$ cat src/rtl/adc_clk_pkg.sv
// -----------------------------------------------------------------------------
// adc_clk_pkg
// Shared constants for the ADC sample-clock generator and its command decoder.
//   RATE_*        half-period values (in 200 MHz system-clock cycles) for the
//                 supported sample rates; the generator defaults to RATE_20M.
//   rate_code_e   rate selector used by the command decoder.
//   rate_to_half  maps a rate code to the half-period the generator expects.
// -----------------------------------------------------------------------------
package adc_clk_pkg;

    localparam int unsigned RATE_1M  = 100;
    localparam int unsigned RATE_2M  = 50;
    localparam int unsigned RATE_5M  = 20;
    localparam int unsigned RATE_10M = 10;
    localparam int unsigned RATE_20M = 5;
    localparam int unsigned RATE_50M = 2;

    localparam int unsigned HALF_W = 16;

    typedef enum logic [2:0] {
        RC_1M  = 3'd0,
        RC_2M  = 3'd1,
        RC_5M  = 3'd2,
        RC_10M = 3'd3,
        RC_20M = 3'd4,
        RC_50M = 3'd5
    } rate_code_e;

    // Unknown codes fall back to the power-on rate so the decoder can never
    // request the illegal half-period of zero.
    function automatic logic [HALF_W-1:0] rate_to_half(input rate_code_e code);
        logic [HALF_W-1:0] half;
        case (code)
            RC_1M:   half = HALF_W'(RATE_1M);
            RC_2M:   half = HALF_W'(RATE_2M);
            RC_5M:   half = HALF_W'(RATE_5M);
            RC_10M:  half = HALF_W'(RATE_10M);
            RC_20M:  half = HALF_W'(RATE_20M);
            RC_50M:  half = HALF_W'(RATE_50M);
            default: half = HALF_W'(RATE_20M);
        endcase
        return half;
    endfunction

endpackage

$ cat src/rtl/adc_clk_gen_mc_if.sv
// -----------------------------------------------------------------------------
// adc_clk_gen_mc_if
// Configuration bus between the command decoder (master) and the ADC clock
// generator (slave).
//   I_half_period  master->slave  requested half-period in system-clock cycles
//   I_cfg_valid    master->slave  one-cycle strobe qualifying the request
//   I_ch_enable    master->slave  requested per-channel clock enable
//   O_cfg_ack      slave->master  pulse when a pending request becomes active
//   O_cfg_err      slave->master  pulse when a request is rejected (half==0)
//   O_cfg_pending  slave->master  high while a request awaits a period boundary
// -----------------------------------------------------------------------------
interface adc_clk_gen_mc_if #(
    parameter int CNT_W = 16,
    parameter int N_CH  = 2
) ();

    logic [CNT_W-1:0] I_half_period;
    logic             I_cfg_valid;
    logic [N_CH-1:0]  I_ch_enable;
    logic             O_cfg_ack;
    logic             O_cfg_err;
    logic             O_cfg_pending;

    modport master (
        output I_half_period,
        output I_cfg_valid,
        output I_ch_enable,
        input  O_cfg_ack,
        input  O_cfg_err,
        input  O_cfg_pending
    );

    modport slave (
        input  I_half_period,
        input  I_cfg_valid,
        input  I_ch_enable,
        output O_cfg_ack,
        output O_cfg_err,
        output O_cfg_pending
    );

endinterface

$ cat src/rtl/adc_dv_delay.sv
// -----------------------------------------------------------------------------
// adc_dv_delay
// Single-bit delay line of DEPTH registers used to align the data-valid strobe
// with the ADC pipeline latency.
//   I_clk    system clock
//   I_rst_n  asynchronous active-low reset, clears every stage
//   I_d      strobe in
//   O_q      strobe out, DEPTH cycles later
// -----------------------------------------------------------------------------
module adc_dv_delay #(
    parameter int DEPTH = 4
) (
    input  logic I_clk,
    input  logic I_rst_n,
    input  logic I_d,
    output logic O_q
);

    logic [DEPTH-1:0] sr_q;
    logic [DEPTH-1:0] sr_d;

    generate
        if (DEPTH == 1) begin : g_single
            assign sr_d = I_d;
        end else begin : g_chain
            assign sr_d = {sr_q[DEPTH-2:0], I_d};
        end
    endgenerate

    always_ff @(posedge I_clk or negedge I_rst_n) begin
        if (!I_rst_n) begin
            sr_q <= '0;
        end else begin
            sr_q <= sr_d;
        end
    end

    assign O_q = sr_q[DEPTH-1];

endmodule

$ cat src/rtl/adc_clk_gen_mc.sv
// -----------------------------------------------------------------------------
// adc_clk_gen_mc
// Multi-channel ADC sample-clock generator. Divides I_clk by a runtime
// half-period, drives N_CH gated 50%-duty ADC clocks and per-channel
// data-valid strobes delayed to match the ADC pipeline. Rate and enable
// changes are held pending and applied only at a period boundary (end of a
// low phase), so no clock ever emits a shortened phase.
//   I_clk             system clock
//   I_rst_n           asynchronous active-low reset
//   cfg               configuration bus (slave side, see adc_clk_gen_mc_if)
//   O_adc_clk         gated ADC clocks, registered
//   O_adc_data_valid  one-cycle strobe per sample per enabled channel; fires
//                     DV_DELAY+1 cycles after the ADC clock first reads high
// -----------------------------------------------------------------------------
module adc_clk_gen_mc
    import adc_clk_pkg::*;
#(
    parameter int CNT_W    = 16,
    parameter int N_CH     = 2,
    parameter int DEF_HALF = RATE_20M,
    parameter int DV_DELAY = 3
) (
    input  logic              I_clk,
    input  logic              I_rst_n,
    adc_clk_gen_mc_if.slave   cfg,
    output logic [N_CH-1:0]   O_adc_clk,
    output logic [N_CH-1:0]   O_adc_data_valid
);

    // Phase generator and active configuration
    logic [CNT_W-1:0] cnt_q, cnt_d;
    logic             ph_q, ph_d;
    logic [CNT_W-1:0] half_q, half_d;
    logic [N_CH-1:0]  en_q, en_d;

    // Configuration waiting for the next period boundary
    logic             pend_q, pend_d;
    logic [CNT_W-1:0] pend_half_q, pend_half_d;
    logic [N_CH-1:0]  pend_en_q, pend_en_d;

    // Registered outputs
    logic             ack_q, ack_d;
    logic             err_q, err_d;
    logic [N_CH-1:0]  clk_q, clk_d;
    logic             rise_q, rise_d;

    logic [CNT_W-1:0] half_m1;
    logic             at_end;
    logic             boundary;

    // half is never zero (rejected at the config port), so half-1 cannot wrap.
    assign half_m1  = half_q - CNT_W'(1);
    assign at_end   = (cnt_q == half_m1);
    assign boundary = at_end & ~ph_q;

    always_comb begin
        cnt_d       = cnt_q;
        ph_d        = ph_q;
        half_d      = half_q;
        en_d        = en_q;
        pend_d      = pend_q;
        pend_half_d = pend_half_q;
        pend_en_d   = pend_en_q;
        ack_d       = 1'b0;
        err_d       = 1'b0;

        if (boundary && pend_q) begin
            // New rate starts with a full high phase.
            half_d = pend_half_q;
            en_d   = pend_en_q;
            cnt_d  = '0;
            ph_d   = 1'b1;
            ack_d  = 1'b1;
            pend_d = 1'b0;
        end else if (at_end) begin
            cnt_d = '0;
            ph_d  = ~ph_q;
        end else begin
            cnt_d = cnt_q + CNT_W'(1);
        end

        // Evaluated after the boundary transfer: a request arriving on the
        // boundary cycle itself is held for the following boundary, and a
        // later request simply overwrites an earlier one still waiting.
        if (cfg.I_cfg_valid) begin
            if (cfg.I_half_period != '0) begin
                pend_d      = 1'b1;
                pend_half_d = cfg.I_half_period;
                pend_en_d   = cfg.I_ch_enable;
            end else begin
                err_d = 1'b1;
            end
        end

        // Registered copy of the gated phase, so O_adc_clk tracks ph_q exactly.
        clk_d  = {N_CH{ph_d}} & en_d;
        rise_d = ph_d & ~ph_q;
    end

    always_ff @(posedge I_clk or negedge I_rst_n) begin
        if (!I_rst_n) begin
            cnt_q       <= '0;
            ph_q        <= 1'b0;
            half_q      <= CNT_W'(DEF_HALF);
            en_q        <= '1;
            pend_q      <= 1'b0;
            pend_half_q <= '0;
            pend_en_q   <= '0;
            ack_q       <= 1'b0;
            err_q       <= 1'b0;
            clk_q       <= '0;
            rise_q      <= 1'b0;
        end else begin
            cnt_q       <= cnt_d;
            ph_q        <= ph_d;
            half_q      <= half_d;
            en_q        <= en_d;
            pend_q      <= pend_d;
            pend_half_q <= pend_half_d;
            pend_en_q   <= pend_en_d;
            ack_q       <= ack_d;
            err_q       <= err_d;
            clk_q       <= clk_d;
            rise_q      <= rise_d;
        end
    end

    // rise_q is high on the first cycle the clock reads 1; the extra delay
    // stage doubles as the output register. Because each channel uses a plain
    // shift register, overlapping pulses at fast rates never merge or drop,
    // and pulses already in flight finish after the channel is disabled.
    genvar gi;
    generate
        for (gi = 0; gi < N_CH; gi++) begin : g_dv
            adc_dv_delay #(
                .DEPTH (DV_DELAY + 1)
            ) u_dv_delay (
                .I_clk   (I_clk),
                .I_rst_n (I_rst_n),
                .I_d     (rise_q & en_q[gi]),
                .O_q     (O_adc_data_valid[gi])
            );
        end
    endgenerate

    assign O_adc_clk         = clk_q;
    assign cfg.O_cfg_ack     = ack_q;
    assign cfg.O_cfg_err     = err_q;
    assign cfg.O_cfg_pending = pend_q;

endmodule

$ cat src/flat_wrapper.sv
// flat-port wrapper written by rule: the top's interface ports become plain ports
module adc_clk_gen_mc_flat import adc_clk_pkg::*;
#(
    parameter int CNT_W    = 16,
    parameter int N_CH     = 2,
    parameter int DEF_HALF = RATE_20M,
    parameter int DV_DELAY = 3
)
  (I_clk, I_rst_n, O_adc_clk, O_adc_data_valid, cfg_I_half_period, cfg_I_cfg_valid, cfg_I_ch_enable, cfg_O_cfg_ack, cfg_O_cfg_err, cfg_O_cfg_pending);
  adc_clk_gen_mc_if #(.CNT_W(CNT_W), .N_CH(N_CH)) cfg_i ();
  input  logic I_clk;
  input  logic I_rst_n;
  output logic [N_CH-1:0] O_adc_clk;
  output logic [N_CH-1:0] O_adc_data_valid;
  input wire logic [$bits(cfg_i.I_half_period)-1:0] cfg_I_half_period;
  input wire logic [$bits(cfg_i.I_cfg_valid)-1:0] cfg_I_cfg_valid;
  input wire logic [$bits(cfg_i.I_ch_enable)-1:0] cfg_I_ch_enable;
  output wire logic [$bits(cfg_i.O_cfg_ack)-1:0] cfg_O_cfg_ack;
  output wire logic [$bits(cfg_i.O_cfg_err)-1:0] cfg_O_cfg_err;
  output wire logic [$bits(cfg_i.O_cfg_pending)-1:0] cfg_O_cfg_pending;
  assign cfg_i.I_half_period = cfg_I_half_period;
  assign cfg_i.I_cfg_valid = cfg_I_cfg_valid;
  assign cfg_i.I_ch_enable = cfg_I_ch_enable;
  assign cfg_O_cfg_ack = cfg_i.O_cfg_ack;
  assign cfg_O_cfg_err = cfg_i.O_cfg_err;
  assign cfg_O_cfg_pending = cfg_i.O_cfg_pending;
  adc_clk_gen_mc #(.CNT_W(CNT_W), .N_CH(N_CH), .DEF_HALF(DEF_HALF), .DV_DELAY(DV_DELAY)) u_core (.I_clk(I_clk), .I_rst_n(I_rst_n), .cfg(cfg_i), .O_adc_clk(O_adc_clk), .O_adc_data_valid(O_adc_data_valid));
endmodule
$ cat config.mk
export PLATFORM = sky130hd
export DESIGN_NAME = adc_clk_gen_mc_flat
export DESIGN_NICKNAME = d
export VERILOG_FILES = /design/src/rtl/adc_clk_pkg.sv /design/src/rtl/adc_clk_gen_mc_if.sv /design/src/rtl/adc_dv_delay.sv /design/src/rtl/adc_clk_gen_mc.sv /design/src/flat_wrapper.sv
export SDC_FILE = /design/constraint.sdc
export NUM_CORES = 1
export LEC_CHECK = 0
export BUFFER_PORTS_ARGS = -buffer_cell sky130_fd_sc_hd__buf_4
export CORE_ASPECT_RATIO = 0.8
export CORE_UTILIZATION = 55
export CTS_CLUSTER_DIAMETER = 80
export CTS_CLUSTER_SIZE = 20
export DETAILED_ROUTE_END_ITERATION = 8
export PLACE_DENSITY = 0.75
export SLEW_MARGIN = 20
export SYNTH_ARGS = -nofsm -noshare
export SYNTH_HDL_FRONTEND = slang
export SYNTH_SLANG_ARGS = --single-unit
$ cat constraint.sdc
create_clock -name I_clk -period 5 [get_ports I_clk]
set_input_delay 0.75 -clock I_clk [delete_from_list [all_inputs] [get_ports I_clk]]
set_output_delay 0.75 -clock I_clk [all_outputs]
set_load 0.01 [all_outputs]
==> results by stage <==
Final layout:
- The repair_antennas step left the layout with diodes totalling 0.
- Summing all multi-input logic gate instances after layout gives 1420 sq um.
- The flip-flop and latch area is around 1700 sq um.
- Compared with the post-synthesis result, the final layout area differs by 13.9%.
- The most common cell after layout, fill and taps aside is sky130_fd_sc_hd__dfrtp_1.
- Leaving out fill and tap cells, the most frequent cells in the layout are sky130_fd_sc_hd__dfrtp_1 (63), sky130_fd_sc_hd__mux2_2 (32), sky130_fd_sc_hd__buf_4 (30).
- In the final design database the tool counted 340 nets.
- The fraction of layout cells with a size suffix above 1 is 26.5%.
- Fill cells in the final layout number approximately 440.
- The final instance count without filler cells is 399.
- Summing all non-filler instances in the final layout gives an area of 3670 sq um.

Setup path:
- The type of the worst setup path is flip-flop to flip-flop.
- The critical path startpoint category is a flip-flop.
- The worst setup path is captured at a flip-flop.
- For the worst setup path, the data arrival time is between 4000 and 5000 ps.
- The data required time at the worst endpoint is 5230 ps.
- The worst-path maximum fanout is 18.

Clock tree:
- The clock latency on the worst-skew pair is 340 ps.
- In this run, CTS created clock tree buffers numbering 9.
- CTS placed an instance of sky130_fd_sc_hd__clkbuf_8 at the clock tree root.
- The clock slew at the register clock pins of the worst setup and hold paths is 70 ps.
- The buffer count from post-CTS setup fixing is 0.
- CTS saw 67 sinks.
- The H-tree depth reported by CTS is 3.
- Gates resized during post-CTS repair numbered 0.
- No sink is reached through more buffers than the 2 on the longest clock path.
- The clock tree from TritonCTS is done.
- The number of hold buffers added after CTS is 0.

Detailed routing:
- Using the TritonRoute via totals, the vias-per-cell ratio works out to 5.54.
- For this run, design rule violations remaining after detail routing come to 0.
- For this run, the detailed router's first-pass iteration total came to 4.
- After detailed routing, the average wire length per cell comes to 15.3 microns.
- Once detail routing completed, the nets flagged for antenna violations numbered 0.
- The DRC violation total after the first TritonRoute iteration is 177.
- Detailed routing inserted a total of about 2,200 vias.
- Summed over all layers, the routed wires come to 6110 microns.

Yosys:
- The synthesized design contains 67 register bits.
- For this run, asynchronously set or reset flops after synthesis account for 100%.
- The basic-gate share of the synthesized area counting and, or, nand and nor cells is between 10 and 15%.
- The share of synthesized cell area in full adder, half adder and majority cells is 1.17%.
- During synthesis, Yosys emitted a total of 0 warnings.
- The biggest area contributor in the post-synthesis netlist is sky130_fd_sc_hd__dfrtp_1.
- The number of nets handed over by synthesis was 316.
- The share of the Yosys chip area taken by registers is around 52%.
- After technology mapping, the gate count stands at between 200 and 300.
- In the post-synthesis netlist, the biggest area contributors are sky130_fd_sc_hd__dfrtp_1 (49%), sky130_fd_sc_hd__mux2_2 (11%), sky130_fd_sc_hd__xnor2_1 (6.8%).
- The fraction of the mapped netlist area in compound gates is under 10%.
- The synthesized netlist occupies a cell area of 3220 sq um.
- In the synthesized netlist, mux cells make up between 10% and 20% of the area.
- By area, the combinational part of the netlist is dominated by simple AND/OR/NAND/NOR gates.
- The number of different library cells used by synthesis comes to slightly above 40.
- In the synthesized netlist the dominant register cell turns out to be sky130_fd_sc_hd__dfrtp_1.
- The count of flip-flops with a built-in enable after synthesis is 0.
- In this run the mean area of a mapped cell was 11.0 sq um.
- After Yosys synthesis, XOR and XNOR cells account for 9.25% of the synthesized area.
- The synthesized design devotes to its leading area cell type 49.0% of total area.

Run status:
- The flow ran to the end, and the final reports show no timing, DRC or antenna violations.

STA:
- The final number of max-transition violations was 0.
- The post-route worst setup slack is 1110 ps.
- Static timing analysis puts the maximum clock frequency at roughly 0.26 GHz.
- Setup repair after global routing left no endpoint under its margin.
- The worst slew margin relative to its limit is between 40% and 50%.
- The slew at the pin closest to its max-slew limit is 792 ps.
- Setup violations remaining at the end of the flow were counted as 0.
- The hold violation total from the final report is 0.
- The tightest hold path in the finished design has a slack of around 350 ps.
- For the finished layout, the period the worst path requires is 3890 ps.
- The worst path uses around 78% of the clock period.
- For the final database, setup skew stands at 9.00 ps.
- The summed negative setup slack over all endpoints is 0 ps.

Die:
- The area of the core region is 5560 sq um.
- The number of placement rows is 24.
- The floorplan die height is 70.4 microns.
- The number of primary I/O pins is 28.
- The area of the die is 6170 sq um.
- The initial core utilization is 58.0%.
- The chip width is 87.6 microns.

Global route:
- The first global-routing pass estimated 10,400 microns of wire.
- The total global routing overflow is 0.
- The largest net degree at the start of global routing is 68.
- Global routing used 22.9% of the available tracks across all layers.
- The initial antenna violation count is 0.
- The via count of the first global-routing pass is 2,134.

Power:
- In this run the power spent charging and discharging nets is roughly 240 uW.
- The ratio of total power to cell area is between 200 and 300 nW/um^2.
- In this run switching power makes up 21.9% of total power.
- The relative contribution of sequential cells to total power is between 50 and 60%.
- Combinational cells account for 4.1% of the total power.
- The analysis attributes to cell leakage a power of approximately 1.7 nW.
- The clock network fraction of total power is 43.3%.
- The peak supply drop is approximately 250 uV.
- The cell internal power dissipation is 839 uW.

Placed design:
- The final weighted congestion in routability-driven placement is roughly 0.94.
- The HPWL after detailed placement is ~4300 microns.
- The placed instances occupy a cell area of about 3500 sq um.
- The setup slack at placement is 1160 ps.
- The number of buffers added on ports is 27.
- The placed cell count is approximately 380.

Run:
- The tool flagged a number of max-cap violations equal to 0.

Worst hold path:
- The path type of the worst min-delay path is flip-flop to flip-flop.
[stage by stage]
stage / util, % / total power, mW
after floorplan: - / 0.590
after global placement: 62.3 / 0.618
after detailed placement: 62.3 / 0.620
after CTS: 66.1 / 1.09
after global routing: 66.1 / 1.12
final: 66.1 / 1.07
[cells by family (layout without fill, tap and decap cells)]
| logic type | after synthesis | after routing |
|---|---|---|
| buffers and inverters | 26 | 55 |
| multiplexers | 32 | 32 |
| XOR/XNOR | 34 | 34 |
| adder cells (fa/ha/maj) | 3 | 3 |
| flip-flops | 67 | 67 |
| AND/OR/NAND/NOR | 88 | 88 |
| AO/OA/AOI/OAI | 42 | 42 |
[power by group through the flow]
stage               sequential, mW  clock (mW)  combinational [mW]
floorplan                    0.571           0              0.0185
global route                 0.567       0.500              0.0495
detailed placement           0.576           0              0.0446
global placement             0.575           0              0.0432
CTS                          0.565       0.479              0.0450
finish                       0.566       0.464              0.0437
[synth_stat cells, drive strengths merged (8+ instances only)]
library cell and number:
clkbuf 11, nor4 8, nand3 8, inv 9
a21oi 20, nor2 11, dfrtp 63, xnor2 25
mux2 32, nand2 29, xor2 9, nor3 8
[cell type report]
cell class / instances / share of cell area, %
tap: 78 / 2.66
inverter: 9 / 0.921
clock buffer: 11 / 4.13
multi-input combinational: 199 / 38.7
clock inverter: 5 / 1.64
timing repair buffer: 30 / 6.14
sequential: 67 / 45.8
[path summary, 6_finish.rpt]
check	start	endpoint	slack (ps)	cells after the start
setup / recovery	u_core.half_q[1]$_DFFE_PN0N_	u_core.half_q[4]$_DFFE_PN0N_	1110	13
hold / removal	u_core.g_dv[0].u_dv_delay.sr_q[2]$_DFF_PN0_	u_core.g_dv[0].u_dv_delay.sr_q[3]$_DFF_PN0_	350	0
setup reg to reg	u_core.half_q[1]$_DFFE_PN0N_	u_core.half_q[4]$_DFFE_PN0N_	1110	13
hold reg to reg	u_core.g_dv[0].u_dv_delay.sr_q[2]$_DFF_PN0_	u_core.g_dv[0].u_dv_delay.sr_q[3]$_DFF_PN0_	350	0
max in group asynchronous	I_rst_n	u_core.pend_half_q[12]$_DFFE_PN0P_	3990	1
min in group asynchronous	I_rst_n	u_core.g_dv[0].u_dv_delay.sr_q[3]$_DFF_PN0_	490	1
[registers in the layout (all words and copies together), names as in the netlist, 2 cells and up]
signal,count
u_core.O_adc_clk,2
u_core.en_q,2
u_core.g_dv.u_dv_delay.sr_q,8
u_core.cnt_q,16
u_core.half_q,16
u_core.pend_en_q,2
u_core.pend_half_q,16
[per-layer routing]
layer | global-route usage, % | part of all wire [%]
met3 | 6.38 | 5.1
met4 | 9.65 | 1.5
met1 | 32.0 | 48
met5 | 0 | 0
met2 | 33.5 | 45
[critical path, cell delays in order, from the launching register on]
cell	delay, ps
sky130_fd_sc_hd__dfrtp_1	400
sky130_fd_sc_hd__inv_1	90
sky130_fd_sc_hd__ha_1	300
sky130_fd_sc_hd__or4b_1	590
sky130_fd_sc_hd__or3_1	380
sky130_fd_sc_hd__a21oi_1	140
sky130_fd_sc_hd__o22ai_1	130
sky130_fd_sc_hd__nor4_4	150
sky130_fd_sc_hd__buf_4	270
sky130_fd_sc_hd__and2_1	160
sky130_fd_sc_hd__ha_1	160
sky130_fd_sc_hd__nand2_1	340
sky130_fd_sc_hd__buf_4	360
sky130_fd_sc_hd__mux2_2	290
(Power assumes the default switching activity.)
